--- config.mk ---
export PLATFORM = sky130hd
export DESIGN_NAME = dlfloat_mac_seq_flat
export DESIGN_NICKNAME = d
export VERILOG_FILES = /design/src/rtl/dlfloat_mac_seq_if.sv /design/src/rtl/dlfloat_mac_seq.sv /design/src/flat_wrapper.sv
export SDC_FILE = /design/constraint.sdc
export NUM_CORES = 1
export LEC_CHECK = 0
export CAP_MARGIN = 20
export CORE_ASPECT_RATIO = 0.8
export CORE_UTILIZATION = 25
export CTS_BUF_LIST = sky130_fd_sc_hd__clkbuf_4
export CTS_CLUSTER_DIAMETER = 150
export CTS_CLUSTER_SIZE = 16
export DETAILED_ROUTE_END_ITERATION = 10
export PLACE_DENSITY = 0.59
export SYNTH_ARGS = -nofsm -noshare
export SYNTH_HDL_FRONTEND = slang
export SYNTH_SLANG_ARGS = --single-unit
--- constraint.sdc ---
create_clock -name clk -period 2.2 [get_ports clk]
set_input_delay 0.22 -clock clk [delete_from_list [all_inputs] [get_ports clk]]
set_output_delay 0.22 -clock clk [all_outputs]
set_load 0.05 [all_outputs]
--- src/rtl/dlfloat_mac_seq_if.sv ---
// rtl/dlfloat_mac_seq_if.sv - operand stream, MAC and result stream signals of the dot-product sequencer
interface dlfloat_mac_seq_if;
  logic        in_valid;
  logic        in_ready;
  logic [15:0] in_a;
  logic [15:0] in_b;
  logic [15:0] mac_a;
  logic [15:0] mac_b;
  logic        mac_issue;
  logic        mac_clr;
  logic [15:0] mac_res;
  logic        out_valid;
  logic        out_ready;
  logic [15:0] out_data;

  // sequencer side
  modport slave (
    input  in_valid, in_a, in_b, mac_res, out_ready,
    output in_ready, mac_a, mac_b, mac_issue, mac_clr, out_valid, out_data
  );

  // operand source, MAC and result consumer side
  modport master (
    output in_valid, in_a, in_b, mac_res, out_ready,
    input  in_ready, mac_a, mac_b, mac_issue, mac_clr, out_valid, out_data
  );
endinterface

--- src/rtl/dlfloat_mac_seq.sv ---
// rtl/dlfloat_mac_seq.sv - length-N DLFloat dot-product sequencer for dlfloat_mac (option: DLF_SEQ_ZERO_SKIP_EN)
module dlfloat_mac_seq #(
  parameter int MAC_LAT = 3,
  parameter int LEN_W   = 8
) (
  input  logic                 clk,
  input  logic                 rst_n,
  input  logic                 start,
  input  logic [LEN_W-1:0]     len,
  output logic                 busy,
  output logic                 done,
  dlfloat_mac_seq_if.slave     bus
);

  typedef enum logic [1:0] {IDLE, LOAD, DRAIN, HOLD} state_t;

  state_t             state_q;
  state_t             state_d;
  logic [LEN_W-1:0]   rem_q;
  logic [LEN_W-1:0]   drain_q;
  logic [15:0]        mac_a_q;
  logic [15:0]        mac_b_q;
  logic               mac_issue_q;
  logic               mac_clr_q;
  logic [15:0]        out_data_q;
  logic               done_q;

  logic               accept;
  logic               xfer;
  logic               issue_en;
  logic               last_xfer;
  logic               drain_end;

  assign accept    = (state_q == IDLE) && start;
  assign xfer      = (state_q == LOAD) && bus.in_valid;
  assign last_xfer = xfer && (rem_q == LEN_W'(1));
  assign drain_end = (state_q == DRAIN) && (drain_q <= LEN_W'(1));

`ifdef DLF_SEQ_ZERO_SKIP_EN
  // A zero operand contributes nothing to the sum, so the pair is consumed without disturbing the adder
  assign issue_en = xfer && (bus.in_a != 16'h0000) && (bus.in_b != 16'h0000);
`else
  assign issue_en = xfer;
`endif

  assign busy          = (state_q != IDLE);
  assign done          = done_q;
  assign bus.in_ready  = (state_q == LOAD);
  assign bus.out_valid = (state_q == HOLD);
  assign bus.out_data  = out_data_q;
  assign bus.mac_a     = mac_a_q;
  assign bus.mac_b     = mac_b_q;
  assign bus.mac_issue = mac_issue_q;
  assign bus.mac_clr   = mac_clr_q;

  // State register
  always_ff @(posedge clk or negedge rst_n) begin
    if (!rst_n) begin
      state_q <= IDLE;
    end else begin
      state_q <= state_d;
    end
  end

  // Next-state selection: empty jobs skip straight to HOLD, the last pair starts the drain
  always_comb begin
    state_d = state_q;
    case (state_q)
      IDLE: begin
        if (start) begin
          state_d = (len == '0) ? HOLD : LOAD;
        end
      end
      LOAD: begin
        if (last_xfer) begin
          state_d = DRAIN;
        end
      end
      DRAIN: begin
        if (drain_end) begin
          state_d = HOLD;
        end
      end
      HOLD: begin
        if (bus.out_ready) begin
          state_d = IDLE;
        end
      end
      default: state_d = IDLE;
    endcase
  end

  // Counters, registered MAC controls and result capture
  always_ff @(posedge clk or negedge rst_n) begin
    if (!rst_n) begin
      rem_q       <= '0;
      drain_q     <= '0;
      mac_a_q     <= '0;
      mac_b_q     <= '0;
      mac_issue_q <= 1'b0;
      mac_clr_q   <= 1'b0;
      out_data_q  <= '0;
      done_q      <= 1'b0;
    end else begin
      mac_clr_q   <= accept;
      mac_issue_q <= issue_en;
      done_q      <= (state_q == HOLD) && bus.out_ready;

      if (issue_en) begin
        mac_a_q <= bus.in_a;
        mac_b_q <= bus.in_b;
      end

      if (accept) begin
        rem_q <= len;
      end else if (xfer && (rem_q != '0)) begin
        rem_q <= rem_q - LEN_W'(1);
      end

      if (last_xfer) begin
        drain_q <= LEN_W'(MAC_LAT);
      end else if ((state_q == DRAIN) && (drain_q != '0)) begin
        drain_q <= drain_q - LEN_W'(1);
      end

      if (accept && (len == '0)) begin
        out_data_q <= 16'h0000;
      end else if (drain_end) begin
        out_data_q <= bus.mac_res;
      end
    end
  end

endmodule

--- src/flat_wrapper.sv ---
// flat-port wrapper written by rule: the top's interface ports become plain ports
module dlfloat_mac_seq_flat 
#(
  parameter int MAC_LAT = 3,
  parameter int LEN_W   = 8
)
  (clk, rst_n, start, len, busy, done, bus_in_valid, bus_in_a, bus_in_b, bus_mac_res, bus_out_ready, bus_in_ready, bus_mac_a, bus_mac_b, bus_mac_issue, bus_mac_clr, bus_out_valid, bus_out_data);
  dlfloat_mac_seq_if bus_i ();
  input  logic clk;
  input  logic rst_n;
  input  logic start;
  input  logic [LEN_W-1:0] len;
  output logic busy;
  output logic done;
  input wire logic [$bits(bus_i.in_valid)-1:0] bus_in_valid;
  input wire logic [$bits(bus_i.in_a)-1:0] bus_in_a;
  input wire logic [$bits(bus_i.in_b)-1:0] bus_in_b;
  input wire logic [$bits(bus_i.mac_res)-1:0] bus_mac_res;
  input wire logic [$bits(bus_i.out_ready)-1:0] bus_out_ready;
  output wire logic [$bits(bus_i.in_ready)-1:0] bus_in_ready;
  output wire logic [$bits(bus_i.mac_a)-1:0] bus_mac_a;
  output wire logic [$bits(bus_i.mac_b)-1:0] bus_mac_b;
  output wire logic [$bits(bus_i.mac_issue)-1:0] bus_mac_issue;
  output wire logic [$bits(bus_i.mac_clr)-1:0] bus_mac_clr;
  output wire logic [$bits(bus_i.out_valid)-1:0] bus_out_valid;
  output wire logic [$bits(bus_i.out_data)-1:0] bus_out_data;
  assign bus_i.in_valid = bus_in_valid;
  assign bus_i.in_a = bus_in_a;
  assign bus_i.in_b = bus_in_b;
  assign bus_i.mac_res = bus_mac_res;
  assign bus_i.out_ready = bus_out_ready;
  assign bus_in_ready = bus_i.in_ready;
  assign bus_mac_a = bus_i.mac_a;
  assign bus_mac_b = bus_i.mac_b;
  assign bus_mac_issue = bus_i.mac_issue;
  assign bus_mac_clr = bus_i.mac_clr;
  assign bus_out_valid = bus_i.out_valid;
  assign bus_out_data = bus_i.out_data;
  dlfloat_mac_seq #(.MAC_LAT(MAC_LAT), .LEN_W(LEN_W)) u_core (.clk(clk), .rst_n(rst_n), .start(start), .len(len), .busy(busy), .done(done), .bus(bus_i));
endmodule
-- Yosys cells after proc, flatten, opt, wreduce, memory -nomap -nowiden
Index checks and enable logic that the tools add are counted.
- add/subtract/negate cells: 2
- magnitude comparators: 1
- eq/ne operators: 8
- multiplexer cells: 12
- reduce and logical (&&, ||, !) cells: 17
- operators by type and width (operator ; count):
    $mux W16 ; 2
    $mux W8 ; 4
    $reduce_bool A8 Y1 ; 2
    $sub A8 B1 Y8 const B ; 2
    $mux W2 ; 5
    $eq A8 B1 Y1 const B ; 1
    $le A8 B1 Y1 const B ; 1
    $logic_and A1 B1 Y1 ; 8
    $logic_not A8 Y1 ; 1
    $pmux W2 S4 ; 1
    $reduce_bool A2 Y1 ; 4
    $eq A2 B2 Y1 const B ; 2
    $ne A2 B1 Y1 const B ; 2
    $ne A2 B2 Y1 const B ; 2
    $reduce_and A4 Y1 ; 1
    $eq A2 B1 Y1 const B ; 1
    $logic_not A2 Y1 ; 1
- register bits: 69
- bits of input ports: 61
- logic and storage cells: 49

-- Depth between registers and ports, before layout
- depth in word-level cells: 5
- mapped depth: 8
- gate-level depth less buffers: 7

-- Least setup slack after synthesis
Ideal clock, no wire load.
- kind: reg2reg
- start: reg u_core.state_q[1]
- end: reg u_core.rem_q[4]
- setup time: 77 ps
- data arrival time: 2044 ps
- required time: 2123 ps
- setup slack: 79 ps
- cell stages (with the launch flop): 9
- buffers on the path: 1
- cells stage by stage: dfrtp_1 -> inv_1 -> ha_1 -> nand2_1 -> inv_1 -> clkbuf_1 -> o2111ai_1 -> xor2_1 -> a21oi_1
- word-level cells in the longest chain between the ends: 4
- elaborated cells on any way between the ends: 7
- ends and longest elaborated chain (element ; line ; source):
    start, declared ; dlfloat_mac_seq.sv:17 ; state_t state_q;
    start signal, assigned ; dlfloat_mac_seq.sv:61 ; state_q <= state_d;
    $eq A2 B1 Y1 ; n/a ;
    net bus_in_ready ; flat_wrapper.sv:20 ; output wire logic [$bits(bus_i.in_ready)-1:0] bus_in_ready;
    $logic_and A1 B1 Y1 ; dlfloat_mac_seq.sv:35 ; assign xfer = (state_q == LOAD) && bus.in_valid;
    $logic_and A1 B1 Y1 ; dlfloat_mac_seq.sv:116 ; end else if (xfer && (rem_q != '0)) begin
    $reduce_bool A2 Y1 (no source line) ; n/a ;
    end signal, assigned ; dlfloat_mac_seq.sv:115 ; rem_q <= len;
    end signal, assigned ; dlfloat_mac_seq.sv:117 ; rem_q <= rem_q - LEN_W'(1);
    end, declared ; dlfloat_mac_seq.sv:19 ; logic [LEN_W-1:0] rem_q;
The timed path passes the listed nets, and every way through them passes these cells.
A chain may end at the register's enable or synchronous reset.

-- Worst setup path in the final report
- start: reg u_core.rem_q[1]
- end: reg u_core.rem_q[5]
- word-level cells in the longest chain between the ends: 3
- elaborated cells on any way between the ends: 6
- ends and longest elaborated chain (element ; line):
    $sub A8 B1 Y8 or $reduce_bool A8 Y1 (tied branches) ; dlfloat_mac_seq.sv:117, dlfloat_mac_seq.sv:116
    $mux W8 or $logic_and A1 B1 Y1 (tied branches) ; dlfloat_mac_seq.sv:116
    $mux W8 or $reduce_bool A2 Y1 (tied branches) ; n/a
Parallel ways exist; a longest one is shown, timed or not. The select of a mux whose other input is x is not followed.

==> key figures <==
Final layout
  • Final core utilization: 38.8%
  • Area occupied by multi-input gates: 1220 sq um
  • Filler cells: 1,151
  • Area grow syn2layout: 49.0%
  • Antenna Cells: 0
  • Cell area after layout: 4540 sq um
  • Seq. cell area: 1730 sq um
  • Layout cells sized above 1: 7.31%
  • Layout net count: 505

Timing
  • Setup total negative slack: 0 ns
  • Peak Freq: 478 MHz
  • Final hold viol count: 0
  • Unrepaired setup endpoints after global routing: no
  • Min cycle time layout: 2.09 ns
  • Tcrit/Tclk final: 95.0%
  • Clock skew: 0.0139 ns
  • Endpoints failing setup: 0
  • Tightest Pin Transition: 0.905 ns
  • Max_slew headroom: 39.7%
  • Slew Viols, Final: 0

Setup path
  • Worst R2R End: u_core.rem_q[5]
  • Worst-path maximum fanout: 6
  • CP delay by family, top: simple AND/OR/NAND/NOR gates
  • RR Startpoint: u_core.rem_q[1]
  • Crit path launch type: register
  • Element type at the critical path end: register
  • Worst stage delay on the critical path: 0.50 ns
  • CP max stage cell: or3b_2
  • WP depth: 6
  • CP endpoint: u_core.rem_q[5]
  • Crit path DAT: 2.40 ns
  • Crit path launch: u_core.rem_q[1]
  • WP data required: 2.51 ns
  • Critical-path cell list: inv_1 -> ha_1 -> or3b_2 -> o21a_1 -> and3_1 -> a221o_1
  • Worst Reg2Reg Path Length in Cells: 6
  • Crit path buf inv count: 1
  • Reg-to-reg slack, setup: 0.11 ns
  • Kind of critical path: reg -> reg

Detailed routing
  • Vias per inst: 4.42
  • Total number of vias: 2,589
  • WL per Instance: 13.5 um
  • Initial DRC Count: 151
  • Drt first pass iters: 7
  • Total routed wirelength: 7.89 mm
  • Final ANT Viol Nets: 0
  • # DRC: 7

Global routing
  • Initial antenna violation count: 0
  • Vias in the first global route: 2,501
  • Global route overflow: 0
  • Total track usage: 13.0%
  • First-pass GRT wire length: 12.7 mm
  • Largest net degree at the start of global routing: 70

Synth
  • #FFs+latches synth: 69
  • Syn nets: 380
  • Ys flop type: dfrtp_1
  • Number of synthesized flops with an enable pin: 0
  • Synth Area per Inst: 9.90 sq um
  • Synth Instances: 308
  • Post-synth cell types: 41
  • Synth async-reset ratio: 100%
  • Sequential area share after synthesis: 56.7%
  • Synthesis Warnings: 0
  • Synthesized area: 3050 sq um

Die
  • Core Region: 11,700 sq um
  • Initial core utilization: 26.1%
  • Total die area: 12,600 sq um
  • I/O Pins: 115
  • Die W: 125 um
  • Die H: 101 um
  • # rows: 35

Placed design
  • Placed inst area: 4400 sq um
  • Final GP Congestion: 0.790
  • Hpwl dp: 5.54 mm
  • Port bufs: 114

Power and ir drop
  • Pwr Total: 5.94 mW
  • Switching Fraction: 47.0%
  • Pwr per Cell Area: 1310 nW/um^2
  • Combinational share of power: 53.3%
  • Seq pwr share: 33.6%
  • Switch Pwr: 2.79 mW
  • Max VDD drop: 0.429 mV
  • Clock Power Share: 13.1%
  • Leakage power: 2.07 nW
  • Pint: 3.15 mW

Clock network
  • Max clock buf depth: 2
  • Clk Latency, worst-skew pair: 0.42 ns
  • CTS tree: done
  • CTS root buf: clkbuf_4
  • Clk slew on worst S/H paths: 0.11 ns
  • Htree depth: 3
  • Total CTS buffers: 9
  • Postcts setup bufs: 0
  • Clock net sink count: 69

Job
  • Max_cap viols: 0

Outcome
  • Failing checks: DRC
  • Outcome: finished with violations

Hold path
  • Hold Crit Class: in -> reg
==> metrics by stage <==
stage,hold slack [ns],cells,worst slack (ns)
after floorplan,-0.0756,308,0.0788
after global placement,0.398,569,0.0199
after detailed placement,0.409,569,-0.0269
after CTS,0.278,586,0.108
after global routing,0.282,586,0.0190
final,0.320,586,0.109
==> worst min-delay path, cell delays in order <==
cell             delay (ns)
clkdlybuf4s50_1        0.39
nand2_1                0.05
nand2_1                0.04
==> placed cells by master (no fill, tap or decap), types with 2 or more instances in the layout <==
cell and instances:
nor3_1 5, clkinv_2 3, or3_1 6, a22o_1 16, dfrtp_1 69, o31ai_1 3
a211o_1 2, nand4_1 2, clkinv_1 3, o21ai_0 3, xnor2_1 2, clkbuf_4 9
nor2_1 12, dlygate4sd2_1 2, nand2_1 100, nand2b_1 3, a21oi_1 15, xor2_1 4
or4_1 7, clkdlybuf4s50_1 111, ha_1 11, inv_1 15, o211ai_1 2, buf_4 12
==> what timing repair did <==
| item | 4_1_cts | 5_1_grt |
|---|---|---|
| endpoints found under the hold margin | 69 | 0 |
| resized for setup | 3 | 0 |
| endpoints found under the setup margin | 14 | 0 |
| hold buffers | 1 | 0 |
==> sequential cells by signal (all words and copies together) (netlist names) <==
register	cells
u_core.done	1
u_core.bus.out_data	16
u_core.state_q	2
u_core.drain_q	8
u_core.bus.mac_b	16
u_core.rem_q	8
u_core.bus.mac_clr	1
u_core.bus.mac_issue	1
u_core.bus.mac_a	16
==> how the worst min path moves through the flow <==
stage	slack (ns)	to	start	depth (start not counted)
global route	0.28	u_core.bus.mac_a[0]	bus_in_a[0]	3
floorplan	-0.08	u_core.bus.mac_a[0]	rst_n	0
CTS	0.28	u_core.bus.mac_a[0]	bus_in_a[0]	3
finish	0.32	u_core.bus.mac_b[3]	bus_in_b[3]	3
global placement	0.40	u_core.bus.mac_clr	rst_n	1
detailed placement	0.41	u_core.bus.mac_clr	rst_n	1
==> layout make-up <==
class | instances | area share (%)
flip-flops and latches | 69 | 38.0
clock inverters | 7 | 1.24
repair buffers | 126 | 27.1
multi-input cells | 212 | 26.9
inverters | 15 | 1.24
clock buffers | 9 | 1.49
well taps | 148 | 4.08
==> metal layers <==
layer | up-vias | wire, um | GRT usage (%)
met4 | 0 | 62 | 3.66
met5 | - | 0 | 0
met3 | 7 | 568 | 5.73
li1 | 1289 | - | -
met1 | 1215 | 3540 | 15.8
met2 | 78 | 3720 | 21.0
==> power by group through the flow <==
stage                     Clock (mW)  Combinational (mW)  Sequential [mW]
after global placement             0                3.17             2.00
final                          0.780                3.17             1.99
after CTS                      0.825                3.20             2.00
after floorplan                    0                1.10             3.01
after global routing           0.876                3.40             2.06
after detailed placement           0                3.21             2.02
==> cells by family (layout without fill, tap and decap cells) <==
| family | after synthesis | count (layout) | synth area share (%) |
|---|---|---|---|
| DFF | 69 | 69 | 56.7 |
| xor gates and xnor gates | 6 | 6 | 1.72 |
| buffers and inverters | 27 | 157 | 3.53 |
| AOI/OAI and AO/OA | 49 | 49 | 11.7 |
| adders and majority gates | 11 | 11 | 4.52 |
| muxes | 2 | 2 | 0.698 |
| and+or+nand+nor | 144 | 144 | 21.2 |
==> synthesized netlist by cell type, drive strengths merged, types with 5 or more instances <==
| cell type | count | area share [%] |
|---|---|---|
| nor2 | 12 | 1.5 |
| ha | 11 | 4.5 |
| a21oi | 15 | 2.5 |
| clkbuf | 7 | 0.86 |
| or3 | 6 | 1.2 |
| nor3 | 6 | 1.1 |
| inv | 15 | 1.8 |
| buf | 5 | 0.82 |
| nand2 | 100 | 12 |
| or4 | 7 | 1.7 |
| a22o | 16 | 4.6 |
| dfrtp | 69 | 57 |
Note: power is estimated with default switching activity, not from simulation.
